[src/rtl/galapagos_bridge_pkg.sv]
// Shared types and helpers for the AXI-Stream <-> Galapagos bridges.
// Latency: n/a (package only).
// Backpressure: n/a (package only).
package galapagos_bridge_pkg;

    // Fill collects narrow words into one beat; send presents that beat to the router.
    typedef enum logic [0:0] {
        S_FILL = 1'b0,
        S_SEND = 1'b1
    } gp_bridge_state_t;

    localparam int TDEST_W = 8;
    localparam int TID_W   = 8;

    // Number of byte-enable bits needed for a bus of the given width.
    function automatic int keep_width(input int data_width);
        return data_width / 8;
    endfunction

endpackage

[src/rtl/axi_stream_to_galapagos_bridge.sv]
// Packs headerless AXI-Stream words into Galapagos beats/packets with TKEEP, TDEST, TID and TLAST.
// Latency: a beat is presented one cycle after its completing word is accepted.
// Backpressure: no skid buffer; input is stalled for every cycle a beat waits on the router.
module axi_stream_to_galapagos_bridge
    import galapagos_bridge_pkg::*;
#(
    parameter int AXI_STREAM_DATA_WIDTH   = 16,
    parameter int GALAPAGOS_DATA_WIDTH    = 32,
    parameter int GALAPAGOS_NUM_TRANSFERS = 2,
    parameter int GALAPAGOS_TID           = 4
) (
    input  logic                                          i_clk,
    input  logic                                          i_aresetn,
    input  logic [31:0]                                   i_core_TID,
    input  logic [TDEST_W-1:0]                            i_dest_TDEST,
    input  logic                                          i_axis_TVALID,
    output logic                                          o_axis_TREADY,
    input  logic [AXI_STREAM_DATA_WIDTH-1:0]              i_axis_TDATA,
    input  logic                                          i_axis_TLAST,
    output logic                                          o_gp_TVALID,
    input  logic                                          i_gp_TREADY,
    output logic [GALAPAGOS_DATA_WIDTH-1:0]               o_gp_TDATA,
    output logic [keep_width(GALAPAGOS_DATA_WIDTH)-1:0]   o_gp_TKEEP,
    output logic [TDEST_W-1:0]                            o_gp_TDEST,
    output logic [TID_W-1:0]                              o_gp_TID,
    output logic                                          o_gp_TLAST
);

    localparam int ADW        = AXI_STREAM_DATA_WIDTH;
    localparam int GDW        = GALAPAGOS_DATA_WIDTH;
    localparam int N          = GALAPAGOS_NUM_TRANSFERS;
    localparam int W          = GDW / ADW;
    localparam int KEEP_W     = keep_width(GDW);
    localparam int SLOT_KEEP  = keep_width(ADW);
    localparam int WORD_CNT_W = (W > 1) ? $clog2(W) : 1;
    localparam int BEAT_CNT_W = (N > 1) ? $clog2(N) : 1;

    // Parameter sanity: a bad configuration must not elaborate silently.
    if (ADW <= 0 || (ADW % 8) != 0) begin : g_chk_adw
        $error("AXI_STREAM_DATA_WIDTH must be a positive multiple of 8");
    end
    if (GDW < ADW || (GDW % ADW) != 0) begin : g_chk_gdw
        $error("GALAPAGOS_DATA_WIDTH must be an integer multiple of AXI_STREAM_DATA_WIDTH");
    end
    if (N < 1) begin : g_chk_n
        $error("GALAPAGOS_NUM_TRANSFERS must be at least 1");
    end
    if (GALAPAGOS_TID < 0 || GALAPAGOS_TID >= (1 << TID_W)) begin : g_chk_tid
        $error("GALAPAGOS_TID does not fit in the TID field");
    end

    gp_bridge_state_t        state_q;
    gp_bridge_state_t        state_d;
    logic [WORD_CNT_W-1:0]   word_cnt;
    logic [BEAT_CNT_W-1:0]   beat_cnt;
    logic [GDW-1:0]          data_q;
    logic [KEEP_W-1:0]       keep_q;
    logic [TDEST_W-1:0]      tdest_q;
    logic                    tlast_q;

    logic                    word_acc;
    logic                    beat_acc;
    logic                    slot_full;
    logic                    beat_done;
    logic                    last_beat;

    // Upper TID bits are reserved by integration and intentionally ignored.
    logic unused_tid_hi;
    assign unused_tid_hi = &{1'b0, i_core_TID[31:TID_W]};

    assign word_acc  = i_axis_TVALID && o_axis_TREADY;
    assign beat_acc  = o_gp_TVALID && i_gp_TREADY;
    assign slot_full = (word_cnt == WORD_CNT_W'(W - 1));
    assign beat_done = word_acc && (slot_full || i_axis_TLAST);
    assign last_beat = (beat_cnt == BEAT_CNT_W'(N - 1));

    // State register; reset discards whatever partial beat was being built.
    always_ff @(posedge i_clk) begin
        if (!i_aresetn) begin
            state_q <= S_FILL;
        end else begin
            state_q <= state_d;
        end
    end

    // Next state and handshake outputs; ready is held low while reset is asserted.
    always_comb begin
        state_d       = state_q;
        o_axis_TREADY = 1'b0;
        o_gp_TVALID   = 1'b0;
        case (state_q)
            S_FILL: begin
                o_axis_TREADY = i_aresetn;
                if (beat_done) begin
                    state_d = S_SEND;
                end
            end
            S_SEND: begin
                o_gp_TVALID = 1'b1;
                if (i_gp_TREADY) begin
                    state_d = S_FILL;
                end
            end
            default: begin
                state_d = S_FILL;
            end
        endcase
    end

    // Slot and beat counters; beat_cnt wraps to zero after any beat flagged TLAST.
    always_ff @(posedge i_clk) begin
        if (!i_aresetn) begin
            word_cnt <= '0;
            beat_cnt <= '0;
        end else if (beat_acc) begin
            word_cnt <= '0;
            beat_cnt <= tlast_q ? '0 : beat_cnt + 1'b1;
        end else if (word_acc && !beat_done) begin
            word_cnt <= word_cnt + 1'b1;
        end
    end

    // Beat assembly: slot 0 is least significant; unfilled slots stay zero with keep zero.
    always_ff @(posedge i_clk) begin
        if (!i_aresetn) begin
            data_q  <= '0;
            keep_q  <= '0;
            tdest_q <= '0;
            tlast_q <= 1'b0;
        end else if (beat_acc) begin
            data_q  <= '0;
            keep_q  <= '0;
            tlast_q <= 1'b0;
        end else if (word_acc) begin
            data_q[int'(word_cnt)*ADW +: ADW]             <= i_axis_TDATA;
            keep_q[int'(word_cnt)*SLOT_KEEP +: SLOT_KEEP] <= '1;
            // Destination is fixed for the whole packet by its first word.
            if (word_cnt == '0 && beat_cnt == '0) begin
                tdest_q <= i_dest_TDEST;
            end
            if (beat_done) begin
                tlast_q <= last_beat || i_axis_TLAST;
            end
        end
    end

    assign o_gp_TDATA = data_q;
    assign o_gp_TKEEP = keep_q;
    assign o_gp_TDEST = tdest_q;
    assign o_gp_TLAST = tlast_q;
    assign o_gp_TID   = i_core_TID[TID_W-1:0];

endmodule

[config.mk]
export PLATFORM = sky130hd
export DESIGN_NAME = axi_stream_to_galapagos_bridge
export DESIGN_NICKNAME = d
export VERILOG_FILES = /design/src/rtl/galapagos_bridge_pkg.sv /design/src/rtl/axi_stream_to_galapagos_bridge.sv
export SDC_FILE = /design/constraint.sdc
export NUM_CORES = 1
export LEC_CHECK = 0
export CAP_MARGIN = 40
export CORE_ASPECT_RATIO = 0.75
export CORE_MARGIN = 3
export CORE_UTILIZATION = 41
export CTS_BUF_LIST = sky130_fd_sc_hd__clkbuf_8
export DETAILED_ROUTE_END_ITERATION = 8
export GPL_ROUTABILITY_DRIVEN = 1
export PLACE_DENSITY = 0.95
export SYNTH_ARGS = -nofsm -noshare
export SYNTH_HDL_FRONTEND = slang
export SYNTH_SLANG_ARGS = --single-unit
[constraint.sdc]
create_clock -name i_clk -period 3.64 [get_ports i_clk]
set_input_delay 0.728 -clock i_clk [delete_from_list [all_inputs] [get_ports i_clk]]
set_output_delay 0.728 -clock i_clk [all_outputs]
set_load 0.005 [all_outputs]
==> impl_results.md, run 1 <==
* Die height at 64.87 um
* LEAKAGE at 1.069 nW
* Post-synthesis mux area share at 1.057%
* CTS HTree Levels at 2
* Slew Limit Fails at 0
* Area leader, netlist: dfxtp_1
* Placed insts at 321
* Ports at 116
* Clock Latency Late Sink at 0.29 ns
* GRT Total Usage at 16.33%
* Clock share of power at 34.0%
* Cell Area, Synth at 0.001894 mm2
* Worst Max-Slew Pin Slew at 0.6927 ns
* Reg2Reg Capture Point: o_gp_TDATA[28]$_SDFFE_PP0P_
* First-pass GRT wire length at 7307 um
* Setup_tns at 0 ns
* Final net count at 334
* Highest ir drop seen on vdd at 244.0 uV
* Gpl congestion at 0.7148
* Core outline area at 0.004254 mm2
* Final wirelength at 4345 um
* Clock Sink Count at 46
* Relative max-transition margin at 53.78%
* Worst endpoint data arrival time at 1.86 ns
* Vias/cell at 4.921
* Diodes inserted at 0
* Layout area overhead at 39.30%
* Net switching power at 246.2 uW
* Synthesized area per cell at 8.852 um2
* Adder-cell share of the synthesized area at 0%
* Syn Inst Count at 214
* Final hold violation count at 0
* Clock skew at 0.004792 ns
* DRT iter0 DRCs at 59
* DRC Markers at 0
* Seq cells post-synth at 46
* # setup viols final at 0
* CTS resizes at 0
* DRT antenna net count at 0
* Hold-fix buffers, CTS at 0
* Reg power frac at 51.0%
* Delay-heaviest family, CP: buffers and inverters
* Critical Path Fanout Max at 2
* 1st-pass router iterations at 4
* # fillers at 372
* RSZ-0062 raised after global routing: no
* # rows at 20
* Worst Hold End: o_gp_TDATA[25]$_SDFFE_PP0P_
* Max incr delay on CP at 0.54 ns
* Die width at 84.49 um
* CTS buffer count at 5
* Most frequent CP cell: clkdlybuf4s50_1
* Sequential area share after synthesis at 48.61%
* Hold crit path type: register to register
* Avg WL per Cell at 13.21 um
* Fmax at 0.3857 GHz
* Hpwl dp at 3226 um
* Number of synthesized flops with an enable pin at 0
* Worst-path cell chain: clkdlybuf4s50_1 > nor2b_1 > clkdlybuf4s50_1
* Post-CTS setup buffer count at 0
* DR vias at 1619
* Asr flop ratio synth at 0%
* Initial core utilization at 44.53%
* Ranking of synthesized cells by area: dfxtp_1, nand2_1, nand3_1
* Crit Path Class: input pin to output pin
* Simple-gate share of the synthesized area at 26.22%
* Hold_sp: o_gp_TDATA[25]$_SDFFE_PP0P_
* Share of the synthesized area in the top cell type at 48.61%
* Worst-path clk slew at 0.08 ns
* Predominant post-synthesis flop cell: dfxtp_1
* Min Tclk post-route at 2.592 ns
* Complex-gate fraction of the synthesized area at 12.95%
* CTS Buffer Depth at 2
* Final period util at 71.22%
* Sw Share at 22.86%
* Mapped Nets at 275
* Crit start category: input pin
* Main combinational cell family by area after synthesis: simple AND/OR/NAND/NOR gates
* WP buf/inv at 2
* Post-synthesis cell type count at 26
* PortBufs at 75
* Reg2reg start: slot_full$_SDFFE_PP0P_
* Root Driver: clkbuf_8
* Finished Layout Cells at 329
* Largest net degree at the start of global routing at 34
* Setup crit end kind: output pin
* Comb pwr share at 15.0%
* GR Overflow Total at 0
* Status: finished, final reports clean
* FF-to-FF setup slack at 1.99 ns
* Initial antenna violation count at 0
* Vias in the first global route at 1621
* Hold depth at 2
* CTS tree: built
* Final Core Density at 62.03%
* Pwr/cell area at 408.1 mW/mm2
* Internal at 830.7 uW
* Worst path required time at 2.91 ns
* Max Cap Viol at 0
* XOR/XNOR Fraction of Synth Area at 0%
* Share of cells above drive strength 1 at 8.759%
* R2R cell count at 3
* Critical path's slowest cell: clkdlybuf4s50_1
* Warnings from Yosys at 0
* Die area at 0.005480 mm2
## power by group through the flow
stage | Clock, mW | Combinational [mW] | Sequential, mW
2_1_floorplan | 0 | 0.0795 | 0.559
3_3_place_gp | 0 | 0.157 | 0.561
3_5_place_dp | 0 | 0.163 | 0.561
4_1_cts | 0.374 | 0.164 | 0.550
5_1_grt | 0.400 | 0.176 | 0.554
6_report | 0.366 | 0.162 | 0.550
## synthesized netlist by cell type (2+ instances only)
cell type,n
dfxtp_1,46
o211ai_1,8
buf_8,2
buf_2,4
o21a_1,3
nor2b_1,2
nand2_1,73
nor2_1,3
buf_4,13
o21ai_0,6
buf_6,5
o21ai_2,11
nand3_1,24
mux2i_1,2
## flip-flops by register name, summed over array words and instances (netlist names)
| register | cells |
|---|---|
| o_gp_TLAST | 1 |
| beat_cnt | 1 |
| o_gp_TDATA | 32 |
| state_q | 1 |
| slot_full | 1 |
| o_gp_TKEEP | 2 |
| o_gp_TDEST | 8 |
## worst reg2reg max path: stages, from the launching register on
cell and delay (ns):
dfxtp_1 0.64, and4b_1 0.74, nand2_1 0.15, nand2_1 0.08
## stage by stage
step	total power [mW]	setup WS, ns	cell area, um2	hold slack (ns)
floorplan	0.6389	1.627	1894	0.4503
global placement	0.7176	1.039	2514	0.4407
detailed placement	0.7246	1.034	2529	0.4451
CTS	1.088	1.034	2639	0.4582
global route	1.130	0.9670	2639	0.4745
finish	1.077	1.048	2639	0.4576
## worst max path at each step
stage	from	to	slack (ns)	cells past startpoint
floorplan	i_aresetn	o_axis_TREADY	1.63	3
global placement	i_aresetn	o_axis_TREADY	1.04	3
detailed placement	i_aresetn	o_axis_TREADY	1.03	3
CTS	i_aresetn	o_axis_TREADY	1.03	3
global route	i_aresetn	o_axis_TREADY	0.97	3
finish	i_aresetn	o_axis_TREADY	1.05	3
## layout make-up
type | count | area, um2 | share of cell area, %
timing repair buffer | 77 | 773.2 | 29.30
sequential | 46 | 920.9 | 34.90
tap | 55 | 68.82 | 2.608
inverter | 1 | 3.754 | 0.1422
clock inverter | 3 | 41.29 | 1.565
clock buffer | 5 | 68.82 | 2.608
multi-input combinational | 142 | 762.0 | 28.88
## metal layers
| metal | vias up | GRT usage, % | share of wire [%] |
|---|---|---|---|
| li1 | 819 | - | - |
| met1 | 745 | 20.90 | 49 |
| met2 | 51 | 27.15 | 45 |
| met3 | 4 | 4.956 | 5.1 |
| met4 | 0 | 3.755 | 0.67 |
| met5 | - | 0 | 0 |
## cell usage in the layout (no fill, tap or decap), types with 2 or more instances in the layout
cell type        instances
clkbuf_8                 5
clkdlybuf4s50_1         75
dfxtp_1                 46
mux2i_1                  2
nand2_1                 73
nand3_1                 24
nor2_1                   3
nor2b_1                  2
o211ai_1                 8
o21a_1                   3
o21ai_0                  6
o21ai_2                 11
## cells by family after synthesis
group,Yosys count
AOI/OAI and AO/OA,31
muxes,2
buffers and inverters,26
DFF,46
and+or+nand+nor,109
Note: power is estimated with default switching activity, not from simulation.
==> run 2: changes to the inputs <==
CORE_UTILIZATION = 34   (was 41)
PLACE_DENSITY = 0.85   (was 0.95)
clock period = 2.36 ns   (was 3.64 ns; I/O delays follow)
==> run 2 against run 1 <==
Against the previous run:
- hold slack worse by 0.0029 ns
- global-route usage shrank 1.7 points
- critical path type unchanged
- clock power grew 44%
- worst setup slack got worse by 0.78 ns
- clock skew hardly changed
- register-to-register slack got worse by 1.2 ns
- routed wire length rose by 3.5%
- die area is 19% higher
==> impl_results.md, run 2 (synthesis gave the netlist of run 1 again) <==
* Diodes inserted at 0 (unchanged)
* Hold-fix buffers, CTS at 0 (unchanged)
* Die area at 0.006512 mm2 (+19%)
* Share of cells above drive strength 1 at 9.783% (+1.0 points)
* Fmax at 0.4771 GHz
* Die width at 92.19 um (+9.1%)
* RSZ-0062 raised after global routing: no
* Placed insts at 340 (+5.9%)
* DR vias at 1623 (+0.25%)
* Status: finished, final reports clean
* DRT iter0 DRCs at 64 (+8.5%)
* Number of flip-flops in the largest register at 32 (unchanged)
* 1st-pass router iterations at 4 (unchanged)
* Worst Max-Slew Pin Slew at 0.5451 ns (-0.1476 ns)
* Final hold violation count at 0 (unchanged)
* CTS Buffer Depth at 2 (unchanged)
* Clock skew at 0.005192 ns (+0.0003995 ns)
* Most frequent cells in the layout: clkdlybuf4s50_1, nand2_1, dfxtp_1, nand3_1, o21ai_2
* Initial antenna violation count at 0 (unchanged)
* Core outline area at 0.005120 mm2 (+20%)
* Multi-input gate area at 762.0 um2 (unchanged)
* Pwr/cell area at 606.5 mW/mm2 (+49%)
* Worst path required time at 1.89 ns (-1.02 ns)
* First-pass GRT wire length at 7741 um (+5.9%)
* Final period util at 88.82%
* # fillers at 492 (+32%)
* Delay-heaviest family, CP: buffers and inverters
* Final wirelength at 4497 um (+3.5%)
* Gpl congestion at 0.6939 (-2.9%)
* Clock Sink Count at 46 (unchanged)
* GRT Total Usage at 14.63% (-1.7 points)
* Clock Latency Late Sink at 0.29 ns (about the same)
* Layout area overhead at 41.88%
* Worst endpoint data arrival time at 1.62 ns (-0.24 ns)
* CTS HTree Levels at 2 (unchanged)
* Worst-path clk slew at 0.08 ns (about the same)
* Highest ir drop seen on vdd at 253.7 uV (+4.0%)
* Final net count at 336 (+0.60%)
* Most common cell after layout, fill and taps aside: clkdlybuf4s50_1
* Critical Path Fanout Max at 2 (unchanged)
* Setup crit end kind: output pin
* Most frequent CP cell: clkdlybuf4s50_1
* LEAKAGE at 1.084 nW (+1.4%)
* Hold crit path type: register to register
* Finished Layout Cells at 348 (+5.8%)
* DRT antenna net count at 0 (unchanged)
* Ports at 116 (unchanged)
* Worst-path cell chain: clkdlybuf4s50_1 > nor2b_1 > clkdlybuf4s50_1
* CTS buffer count at 5 (unchanged)
* CTS tree: built
* CTS resizes at 0 (unchanged)
* # setup viols final at 0 (unchanged)
* # rows at 22 (+10%)
* Vias in the first global route at 1675 (+3.3%)
* Slew Limit Fails at 0 (unchanged)
* Relative max-transition margin at 63.61% (+9.8 points)
* Root Driver: clkbuf_8
* Crit Path Class: input pin to output pin
* WP buf/inv at 2 (unchanged)
* Critical path's slowest cell: clkdlybuf4s50_1
* PortBufs at 75 (unchanged)
* GR Overflow Total at 0 (unchanged)
* Setup_tns at 0 ns (unchanged)
* Post-CTS setup buffer count at 0 (unchanged)
* Initial core utilization at 37.00% (-7.5 points)
* Sequential Area at 920.9 um2 (unchanged)
* Hpwl dp at 3241 um (+0.48%)
* Min Tclk post-route at 2.096 ns
* Crit start category: input pin
* DRC Markers at 0 (unchanged)
* Avg WL per Cell at 12.92 um (-2.2%)
* Max Cap Viol at 0 (unchanged)
* Die height at 70.64 um (+8.9%)
* Max incr delay on CP at 0.53 ns (about the same)
* Largest net degree at the start of global routing at 35 (+2.9%)
* Vias/cell at 4.664 (-5.2%)
[run 2: cell types whose count changed in the layout (fill, tap and decap cells not counted), sizes merged]
cell | previous run | this run
clkinv | 1 | 2
clkinvlp | 1 | 0
clkbuf | 5 | 7
bufinv | 1 | 0
inv | 1 | 0
buf | 2 | 4
[run 2: stage by stage]
| stage | utilization, % | setup WS [ns] | power, mW | hold slack, ns | area, um2 |
|---|---|---|---|---|---|
| floorplan | - | 0.8588 | 0.9854 | 0.4503 | 1894 |
| global placement | 50.44 | 0.2444 | 1.119 | 0.4412 | 2582 |
| detailed placement | 50.44 | 0.2342 | 1.125 | 0.4442 | 2582 |
| CTS | 52.49 | 0.2398 | 1.657 | 0.4585 | 2688 |
| global route | 52.49 | 0.1885 | 1.716 | 0.4784 | 2688 |
| finish | 52.49 | 0.2638 | 1.630 | 0.4547 | 2688 |
[run 2: worst register-to-register path: cells and delay by family (launching register included)]
family	cells	cell delay (ns)
AOI/OAI and AO/OA	1	0.44
DFF	1	0.67
buffers and inverters	1	0.40
[run 2: cell type report]
type,instances,share of cell area (%)
clock buffer,7,3.585
clock inverter,1,0.3259
inverter,1,0.1397
multi-input combinational,142,28.35
sequential,46,34.26
tap,72,3.352
timing repair buffer,79,29.98
[run 2: power by group]
group	leakage [nW]	switching [mW]	total (mW)	internal, mW
Clock	0.0544	0.258	0.526	0.268
Sequential	0.376	0.0294	0.848	0.819
Combinational	0.653	0.0993	0.256	0.156
[run 2: worst paths after layout]
path                               start  slack [ns]  cells past startpoint                          end
max                            i_aresetn        0.26                      3                o_axis_TREADY
min          o_gp_TDATA[24]$_SDFFE_PP0P_        0.45                      2  o_gp_TDATA[24]$_SDFFE_PP0P_
max reg2reg       slot_full$_SDFFE_PP0P_        0.75                      2      o_gp_TLAST$_SDFFE_PP0P_
min reg2reg  o_gp_TDATA[24]$_SDFFE_PP0P_        0.45                      2  o_gp_TDATA[24]$_SDFFE_PP0P_
[run 2: metal layers]
metal,GRT usage [%],wire length [um],share of wire [%]
met1,19.13,2140,48
met2,23.87,2088,46
met3,4.145,229,5.1
met4,3.954,39,0.87
met5,0,0,0
